<file path="config.mk">
export PLATFORM = sky130hd
export DESIGN_NAME = dpll_nco
export DESIGN_NICKNAME = d
export VERILOG_FILES = /design/src/rtl/dpll_nco.sv
export SDC_FILE = /design/constraint.sdc
export NUM_CORES = 1
export LEC_CHECK = 0
export CORE_MARGIN = 5
export CORE_UTILIZATION = 35
export CTS_CLUSTER_SIZE = 28
export DETAILED_ROUTE_END_ITERATION = 10
export SLEW_MARGIN = 20
export SYNTH_ARGS = -nofsm -noshare
export SYNTH_HDL_FRONTEND = slang
export SYNTH_SLANG_ARGS = --single-unit
</file>
<file path="constraint.sdc">
create_clock -name clk -period 15.3 [get_ports clk]
set_input_delay 3.06 -clock clk [delete_from_list [all_inputs] [get_ports clk]]
set_output_delay 3.06 -clock clk [all_outputs]
set_load 0.03 [all_outputs]
</file>
<file path="src/rtl/dpll_nco.sv">
// dpll_nco: NCO phase-locked to a 1-bit reference through a sampled phase detector and PI filter.
// Lock detector (FSM, reference-loss timeout, locked output) built only when DPLL_LOCK_DET_EN is defined.
module dpll_nco #(
  parameter int unsigned ACC_W    = 16,
  parameter int unsigned NOM_INC  = 16'h0400,
  parameter int unsigned KP_SHIFT = 4,
  parameter int unsigned KI_SHIFT = 8,
  parameter int unsigned LOCK_TOL = 16'h0100,
  parameter int unsigned LOCK_CNT = 16,
  parameter int unsigned TMO_W    = 10
) (
  input  logic             clk,
  input  logic             rst,
  input  logic             in,
  output logic             out,
  output logic [ACC_W-1:0] phase,
  output logic [ACC_W-1:0] freq_word,
  output logic             locked
);

  localparam int unsigned IW = ACC_W + 2;
  localparam logic signed [IW-1:0] INTEG_MAX = IW'(1) << (ACC_W - 2);
  localparam logic signed [IW-1:0] INTEG_MIN = -INTEG_MAX;
  localparam logic signed [IW-1:0] FREQ_MAX  = (IW'(1) << (ACC_W - 1)) - IW'(1);
  localparam logic signed [IW-1:0] FREQ_MIN  = IW'(1);
  localparam logic signed [IW-1:0] NOM_W     = IW'(NOM_INC);

  // Reference synchroniser and rising-edge detector
  logic sync_a, sync_b, sync_d, ref_edge;

  always_ff @(posedge clk) begin
    if (rst) begin
      sync_a <= 1'b0;
      sync_b <= 1'b0;
      sync_d <= 1'b0;
    end else begin
      sync_a <= in;
      sync_b <= sync_a;
      sync_d <= sync_b;
    end
  end

  assign ref_edge = sync_b & ~sync_d;

  // Phase detector and PI loop filter
  logic signed [IW-1:0] err, err_ki, err_kp;
  logic signed [IW-1:0] integ_q, integ_sum, integ_d, freq_sum;
  logic [ACC_W-1:0]     freq_d;

  assign err    = {{2{phase[ACC_W-1]}}, phase};
  assign err_ki = err >>> KI_SHIFT;
  assign err_kp = err >>> KP_SHIFT;

  always_comb begin
    integ_sum = integ_q - err_ki;
    if (integ_sum > INTEG_MAX) begin
      integ_d = INTEG_MAX;
    end else if (integ_sum < INTEG_MIN) begin
      integ_d = INTEG_MIN;
    end else begin
      integ_d = integ_sum;
    end

    freq_sum = NOM_W + integ_d - err_kp;
    if (freq_sum > FREQ_MAX) begin
      freq_d = FREQ_MAX[ACC_W-1:0];
    end else if (freq_sum < FREQ_MIN) begin
      freq_d = FREQ_MIN[ACC_W-1:0];
    end else begin
      freq_d = freq_sum[ACC_W-1:0];
    end
  end

  always_ff @(posedge clk) begin
    if (rst) begin
      phase     <= '0;
      freq_word <= ACC_W'(NOM_INC);
      integ_q   <= '0;
    end else begin
      phase <= phase + freq_word;
      if (ref_edge) begin
        integ_q   <= integ_d;
        freq_word <= freq_d;
      end
    end
  end

  assign out = ~phase[ACC_W-1];

`ifdef DPLL_LOCK_DET_EN
  typedef enum logic [1:0] {StUnlock, StAcq, StLock} lock_state_e;

  localparam int unsigned CNT_W = $clog2(LOCK_CNT + 1);

  lock_state_e      state_q, state_d;
  logic [CNT_W-1:0] count_q, count_d;
  logic [TMO_W-1:0] tmo_q, tmo_d;
  logic [ACC_W-1:0] abs_err;
  logic             in_win, far_out, tmo_exp, locked_q;

  // Most negative error has no positive twin; saturate its magnitude
  always_comb begin
    if (phase == {1'b1, {(ACC_W-1){1'b0}}}) begin
      abs_err = {1'b0, {(ACC_W-1){1'b1}}};
    end else if (phase[ACC_W-1]) begin
      abs_err = -phase;
    end else begin
      abs_err = phase;
    end
  end

  assign in_win  = IW'(abs_err) < IW'(LOCK_TOL);
  assign far_out = IW'(abs_err) >= IW'(4 * LOCK_TOL);
  assign tmo_exp = &tmo_q;

  always_comb begin
    state_d = state_q;
    count_d = count_q;
    tmo_d   = tmo_exp ? tmo_q : tmo_q + 1'b1;
    if (ref_edge) begin
      tmo_d = '0;
      unique case (state_q)
        StUnlock: begin
          if (in_win) begin
            state_d = StAcq;
            count_d = CNT_W'(1);
          end
        end
        StAcq: begin
          if (in_win) begin
            count_d = count_q + 1'b1;
            if (count_q + 1'b1 >= CNT_W'(LOCK_CNT)) begin
              state_d = StLock;
            end
          end else begin
            state_d = StUnlock;
            count_d = '0;
          end
        end
        StLock: begin
          if (far_out) begin
            state_d = StUnlock;
            count_d = '0;
          end
        end
        default: begin
          state_d = StUnlock;
          count_d = '0;
        end
      endcase
    end else if (tmo_exp) begin
      state_d = StUnlock;
      count_d = '0;
    end
  end

  always_ff @(posedge clk) begin
    if (rst) begin
      state_q  <= StUnlock;
      count_q  <= '0;
      tmo_q    <= '0;
      locked_q <= 1'b0;
    end else begin
      state_q  <= state_d;
      count_q  <= count_d;
      tmo_q    <= tmo_d;
      locked_q <= (state_q == StLock);
    end
  end

  assign locked = locked_q;
`else
  logic unused_lock_cfg;
  assign unused_lock_cfg = ^{LOCK_TOL, LOCK_CNT, TMO_W};
  assign locked = 1'b0;
`endif

endmodule
</file>
==> summary.md, run 1 <==
| Metric | Value |
|---|---|
| Status | `completed` |
| Crit share post-route | `0.449` |
| Residual DRC | `0` |
| Max Clk Rate | `146 MHz` |
| Setup violators final | `0` |
| Tmin final | `6.87 ns` |
| Core Region | `13200 um2` |
| Worst EP arrival | `7.08 ns` |
| # fillers | `1346` |
| Crit path max-delay cell type | `a32oi_4` |
| Place WS | `8.44 ns` |
| Setup TNS | `0 ns` |
| Setup crit start kind | `flop` |
| Post-synth EDFFs | `0` |
| Number of CTS-inserted buffers | `5` |
| Critical path cell sequence | `inv_1, ha_1, a21oi_1, o21ai_0, and3_1, a21oi_1, a221oi_4, nor3_4, nor3b_4, a32oi_4, nor2_1, ha_1, ha_1, inv_1, fa_1, nor2b_1, o31a_1, o21ai_2, a31oi_2, a21oi_1, o211ai_1, xor2_2, a21oi_4, a221oi_2` |
| Setup Buffers After CTS | `0` |
| Layout net count | `664` |
| CTS tree | `built` |
| Worst Path Max Fanout | `28` |
| Mux contribution to synthesized area | `0` |
| Vias per cell | `5.50` |
| Yosys top cell by area | `dfxtp_1` |
| Syn-to-layout area delta | `14.0%` |
| Ant. Diodes | `0` |
| Xor-xnor portion of the synthesized cell area | `0.0538` |
| Top post-synthesis cells by area | `dfxtp_1 (23%), ha_1 (17%), nor2_1 (4.3%), o21ai_0 (3.8%), a21oi_1 (3.7%)` |
| Clock sink count | `53` |
| Largest net degree at the start of global routing | `33` |
| First-pass GRT wire length | `20.2 mm` |
| Ys flop type | `dfxtp_1` |
| First-pass DRT Iterations | `4` |
| Hold Buf Count CTS | `0` |
| Routed wire length | `11.9 mm` |
| Synthesized area per cell | `8.32 um2` |
| RePlAce Congestion | `0.844` |
| I/O pin total | `37` |
| Mapped Cells | `565` |
| Max H-tree Level | `2` |
| CP Class | `reg2reg` |
| Clk buf depth | `2` |
| Final hold violations | `0` |
| Root buffer cell | `clkbuf_16` |
| Count of cell types in the netlist | `78` |
| Chip Width | `126 um` |
| Antenna Nets Post-Route | `0` |
| GRT Residual Overflow | `0` |
| HP Class | `reg2reg` |
| Mapped Area | `4700 um2` |
| Crit. End Element | `flop` |
| Clock transition at path regs | `0.07 ns` |
| Sequential element share of the synthesized area | `0.226` |
| I/O Buffers | `35` |
| CP required | `15.51 ns` |
| Finished Cell Area | `5360 um2` |
| Layout cells sized above 1 | `0.0707` |
| Adder-cell share of the synthesized area | `0.186` |
| Simple-gate portion of the synthesized area | `0.215` |
| Detail Placement HPWL | `9.36 mm` |
| Share of flip-flops with an asynchronous set or reset | `0` |
| Die area | `15900 um2` |
| Wire length per cell | `15.4 um` |
| Initial core utilization | `0.356` |
| RSZ-0062 raised after global routing | `no` |
| Site Rows | `42` |
| Worst-margin pin slew | `1.08 ns` |
| Number of global-route vias before repair | `4235` |
| Post-CTS sizing | `0` |
| Synthesized flop and latch total | `53` |
| Rel. slew slack | `0.283` |
| Largest stage delay on the critical path | `0.73 ns` |
| Dpl cell area | `5200 um2` |
| Die Span Y | `126 um` |
| Clock insertion delay at the later pin of the skew report | `0.30 ns` |
| Min Hold Slack | `0.443 ns` |
| GRT Total Usage | `0.150` |
| Initial antenna violation count | `0` |
| Compound-Gate Fraction of Synth Area | `0.279` |
| Post-synth top area share | `0.226` |
| Largest family of logic cells by synthesized area | `compound AO/OA/AOI/OAI gates` |
| Worst clock skew | `0.00652 ns` |
| Final worst setup slack | `8.43 ns` |
| Routed via count | `4235` |
| Yosys warning count | `0` |
| Max_cap viols | `0` |
| Synthesized net count | `636` |
| 1st-iter DRT viols | `229` |
| Slew Limit Fails | `0` |
| Top-count cell post-synth | `ha_1` |
| Top cells by count, synth | `ha_1 (65), nor2_1 (54), dfxtp_1 (53)` |
==> kinds of logic (layout without fill, tap and decap cells) <==
group                      count (synthesis)  in the layout
and+or+nand+nor                          197            197
DFF                                       53             53
xor gates and xnor gates                  28             28
buffers and inverters                     45             74
other                                      1              1
AOI/OAI and AO/OA                        173            173
adders and majority gates                 68             68
==> metrics by stage <==
step / cells / utilization
CTS: 770 / 0.406
global route: 770 / 0.406
finish: 770 / 0.406
floorplan: 565 / -
detailed placement: 762 / 0.395
global placement: 762 / 0.395
==> area by class of cell <==
type                    instances  area, um2  area share
clock buffers                   6        139      0.0259
clock inverters                 2       17.5     0.00327
inverters                      30        113      0.0210
multi-input cells             467       3450       0.644
flip-flops and latches         53       1060       0.198
well taps                     176        220      0.0411
repair buffers                 36        358      0.0667
==> worst max-delay path, delay by kind of cell, from the launching register on <==
family	cells	cell delay (ns)
flops	1	0.37
buf+inv	2	0.57
xor+xnor	1	0.45
simple gates	5	0.94
compound gates	12	3.14
fa+ha+maj	4	1.28
==> sequential cells by signal, indices dropped and copies added, names as in the netlist <==
| signal | flops |
|---|---|
| freq_word | 16 |
| integ_q | 18 |
| phase | 16 |
| sync_a | 1 |
| sync_b | 1 |
| sync_d | 1 |
==> metal layers <==
layer	global-route usage	share of wire
met1	0.204	0.50
met2	0.252	0.46
met4	0.0259	0.0064
met5	0	0
met3	0.0246	0.031
==> final timing paths <==
| kind | from | endpoint | slack (ns) | cells past startpoint |
|---|---|---|---|---|
| max reg2reg | phase[15] | freq_word[1] | 8.43 | 24 |
| max | phase[15] | freq_word[1] | 8.43 | 24 |
| min reg2reg | sync_a | sync_b | 0.44 | 1 |
| min | sync_a | sync_b | 0.44 | 1 |
==> cells in the final DEF (no fill, tap or decap), types with 14 or more instances in the layout <==
| cell | Yosys | final |
|---|---|---|
| a21oi_1 | 35 | 35 |
| clkdlybuf4s50_1 | 0 | 35 |
| dfxtp_1 | 53 | 53 |
| ha_1 | 65 | 65 |
| inv_1 | 30 | 30 |
| nand2_1 | 38 | 38 |
| nand3_1 | 24 | 24 |
| nor2_1 | 54 | 54 |
| nor2b_1 | 16 | 16 |
| o21ai_0 | 36 | 36 |
| xnor2_1 | 14 | 14 |
Power of run 1 is left out: the tool's default activity adds up to more than one toggle a clock period on the data nets, which glitch-free logic cannot reach.
==> inputs of run 2 (changes only) <==
==> constraint.sdc (replaced) <==
create_clock -name clk -period 6.3 [get_ports clk]
set_input_delay 1.26 -clock clk [delete_from_list [all_inputs] [get_ports clk]]
set_output_delay 1.26 -clock clk [all_outputs]
set_load 0.03 [all_outputs]
==> run 2 against run 1 <==
Via count up 0.24%. Wire length increased by 6.0%. Die area stayed put. Setup slack got worse by 8.1 ns. Critical path depth unchanged. Sequential share of layout area decreased by 0.68 points. Register-to-register slack got worse by 8.1 ns. Clock skew is 0.0016 ns higher. Sequential cell count did not move. Largest cell class unchanged.
==> summary.md, run 2 (synthesized netlist as in run 1, its figures left out) <==
| Metric | Value |
|---|---|
| Max reg flops | `18 (unchanged)` |
| Layout net count | `675 (+1.7%)` |
| Chip Width | `126 um (unchanged)` |
| Max Clk Rate | `167 MHz (+15%)` |
| Largest net degree at the start of global routing | `33 (unchanged)` |
| Rel. slew slack | `0.418 (+0.135)` |
| Dpl cells | `771 (+1.2%)` |
| Commonest non-fill, non-tap cell in the layout | `ha_1` |
| Ant. Diodes | `0 (unchanged)` |
| Syn-to-layout area delta | `18.2%` |
| GRT Total Usage | `0.158 (+0.00841)` |
| Routed via count | `4245 (+0.24%)` |
| Setup violators final | `0 (unchanged)` |
| CTS tree | `built` |
| Number of CTS-inserted buffers | `5 (unchanged)` |
| CP Class | `reg2reg` |
| Worst clock skew | `0.00813 ns (+0.00161 ns)` |
| Final worst setup slack | `0.320 ns (-8.11 ns)` |
| RePlAce Congestion | `0.871 (+3.2%)` |
| HP Class | `reg2reg` |
| Initial antenna violation count | `0 (unchanged)` |
| Clk buf depth | `2 (unchanged)` |
| Antenna Nets Post-Route | `0 (unchanged)` |
| Die area | `15900 um2 (unchanged)` |
| GRT Residual Overflow | `0 (unchanged)` |
| I/O pin total | `37 (unchanged)` |
| Worst-margin pin slew | `0.872 ns (-0.203 ns)` |
| Clock sink count | `53 (unchanged)` |
| Place WS | `0.0934 ns (-8.35 ns)` |
| Die Span Y | `126 um (unchanged)` |
| Slew Limit Fails | `0 (unchanged)` |
| Routed wire length | `12.6 mm (+6.0%)` |
| Setup crit start kind | `flop` |
| Max_cap viols | `0 (unchanged)` |
| Reg with most FFs | `integ_q` |
| Wire length per cell | `16.1 um (+4.6%)` |
| # fillers | `1294 (-3.9%)` |
| Number of global-route vias before repair | `4345 (+2.6%)` |
| Hold Buf Count CTS | `0 (unchanged)` |
| Residual DRC | `0 (unchanged)` |
| Dpl cell area | `5270 um2 (+1.3%)` |
| Finished Cell Area | `5560 um2 (+3.7%)` |
| Min Hold Slack | `0.438 ns (-0.00492 ns)` |
| Site Rows | `42 (unchanged)` |
| Layout cells sized above 1 | `0.103 (+0.0319)` |
| Final Instance Count excl. Fillers | `780 (+1.3%)` |
| Clock insertion delay at the later pin of the skew report | `0.30 ns (about the same)` |
| Top Metal Used | `met4` |
| Tmin final | `5.98 ns (-0.890 ns)` |
| WL met2 | `5.84 mm (+7.6%)` |
| WL met1 | `5.95 mm (-0.55%)` |
| First-pass GRT wire length | `21.0 mm (+4.2%)` |
| 1st-iter DRT viols | `287 (+25%)` |
| Worst EP arrival | `6.15 ns (-0.93 ns)` |
| Root buffer cell | `clkbuf_16` |
| Core Region | `13200 um2 (unchanged)` |
| Clock transition at path regs | `0.07 ns (about the same)` |
| First-pass DRT Iterations | `4 (unchanged)` |
| Crit share post-route | `0.949 (+0.500)` |
| Detail Placement HPWL | `9.66 mm (+3.2%)` |
| I/O Buffers | `35 (unchanged)` |
| Initial core utilization | `0.356 (unchanged)` |
| Routed wl met3 | `681 um (+84%)` |
| Most frequent cells in the layout | `ha_1 (65), nor2_1 (54), dfxtp_1 (52)` |
| Vias per cell | `5.44 (-1.0%)` |
| Largest regs | `integ_q: 18 flops, freq_word: 16 flops, phase: 16 flops` |
| Crit. End Element | `flop` |
| Status | `completed` |
| Worst Path Max Fanout | `8 (-71%)` |
| CP required | `6.47 ns (-9.04 ns)` |
| Max H-tree Level | `2 (unchanged)` |
| Final hold violations | `0 (unchanged)` |
[run 2: changes by cell type in the layout (fill, tap and decap cells not counted), sizes merged]
cell      change
clkbuf        -1
buf          +11
clkinvlp      +1
inv           -1
[run 2: per-stage QoR]
stage	TNS [ns]	utilization
2_1_floorplan	0	-
3_3_place_gp	0	0.400
3_5_place_dp	0	0.400
4_1_cts	0	0.410
5_1_grt	-0.112	0.421
6_report	0	0.421
[run 2: layout make-up]
class / count / area, um2 / area share
multi-input combinational: 467 / 3570 / 0.642
inverter: 30 / 113 / 0.0203
sequential: 53 / 1060 / 0.191
clock buffer: 5 / 125 / 0.0225
clock inverter: 2 / 16.3 / 0.00293
timing repair buffer: 47 / 452 / 0.0813
tap: 176 / 220 / 0.0396
[run 2: final timing paths]
| path | startpoint | endpoint | slack (ns) | cells past startpoint |
|---|---|---|---|---|
| setup / recovery | phase[8] | freq_word[0] | 0.32 | 24 |
| hold / removal | sync_a | sync_b | 0.44 | 1 |
| setup reg to reg | phase[8] | freq_word[0] | 0.32 | 24 |
| hold reg to reg | sync_a | sync_b | 0.44 | 1 |
[run 2: timing repair]
item | CTS | global route
gates resized for setup | 0 | 22
setup endpoints to repair | 0 | 15
buffers inserted | 0 | 2
[run 2: worst max-delay path: stages (launching register included)]
cell and delay [ns]:
dfxtp_1 0.37, ha_1 0.25, fa_1 0.43, nor2b_2 0.17, o21a_1 0.21, o2111ai_2 0.21
a31oi_4 0.23, a21oi_1 0.13, xor2_2 0.18, a41o_2 0.27, a32oi_4 0.34, buf_4 0.22
nor2b_1 0.07, ha_1 0.28, ha_1 0.35, nor2b_1 0.16, o31a_1 0.34, o21ai_4 0.20
a31oi_4 0.14, buf_4 0.16, a21o_1 0.20, a2111oi_4 0.42, nor3_4 0.10, a2111oi_2 0.29
a211oi_1 0.12
[run 2: metal layers]
| layer | up-vias | track usage |
|---|---|---|
| li1 | 2170 | - |
| met1 | 1988 | 0.210 |
| met2 | 80 | 0.265 |
| met3 | 7 | 0.0305 |
| met4 | 0 | 0.0353 |
| met5 | - | 0 |
Power of run 2 is left out for the same reason.
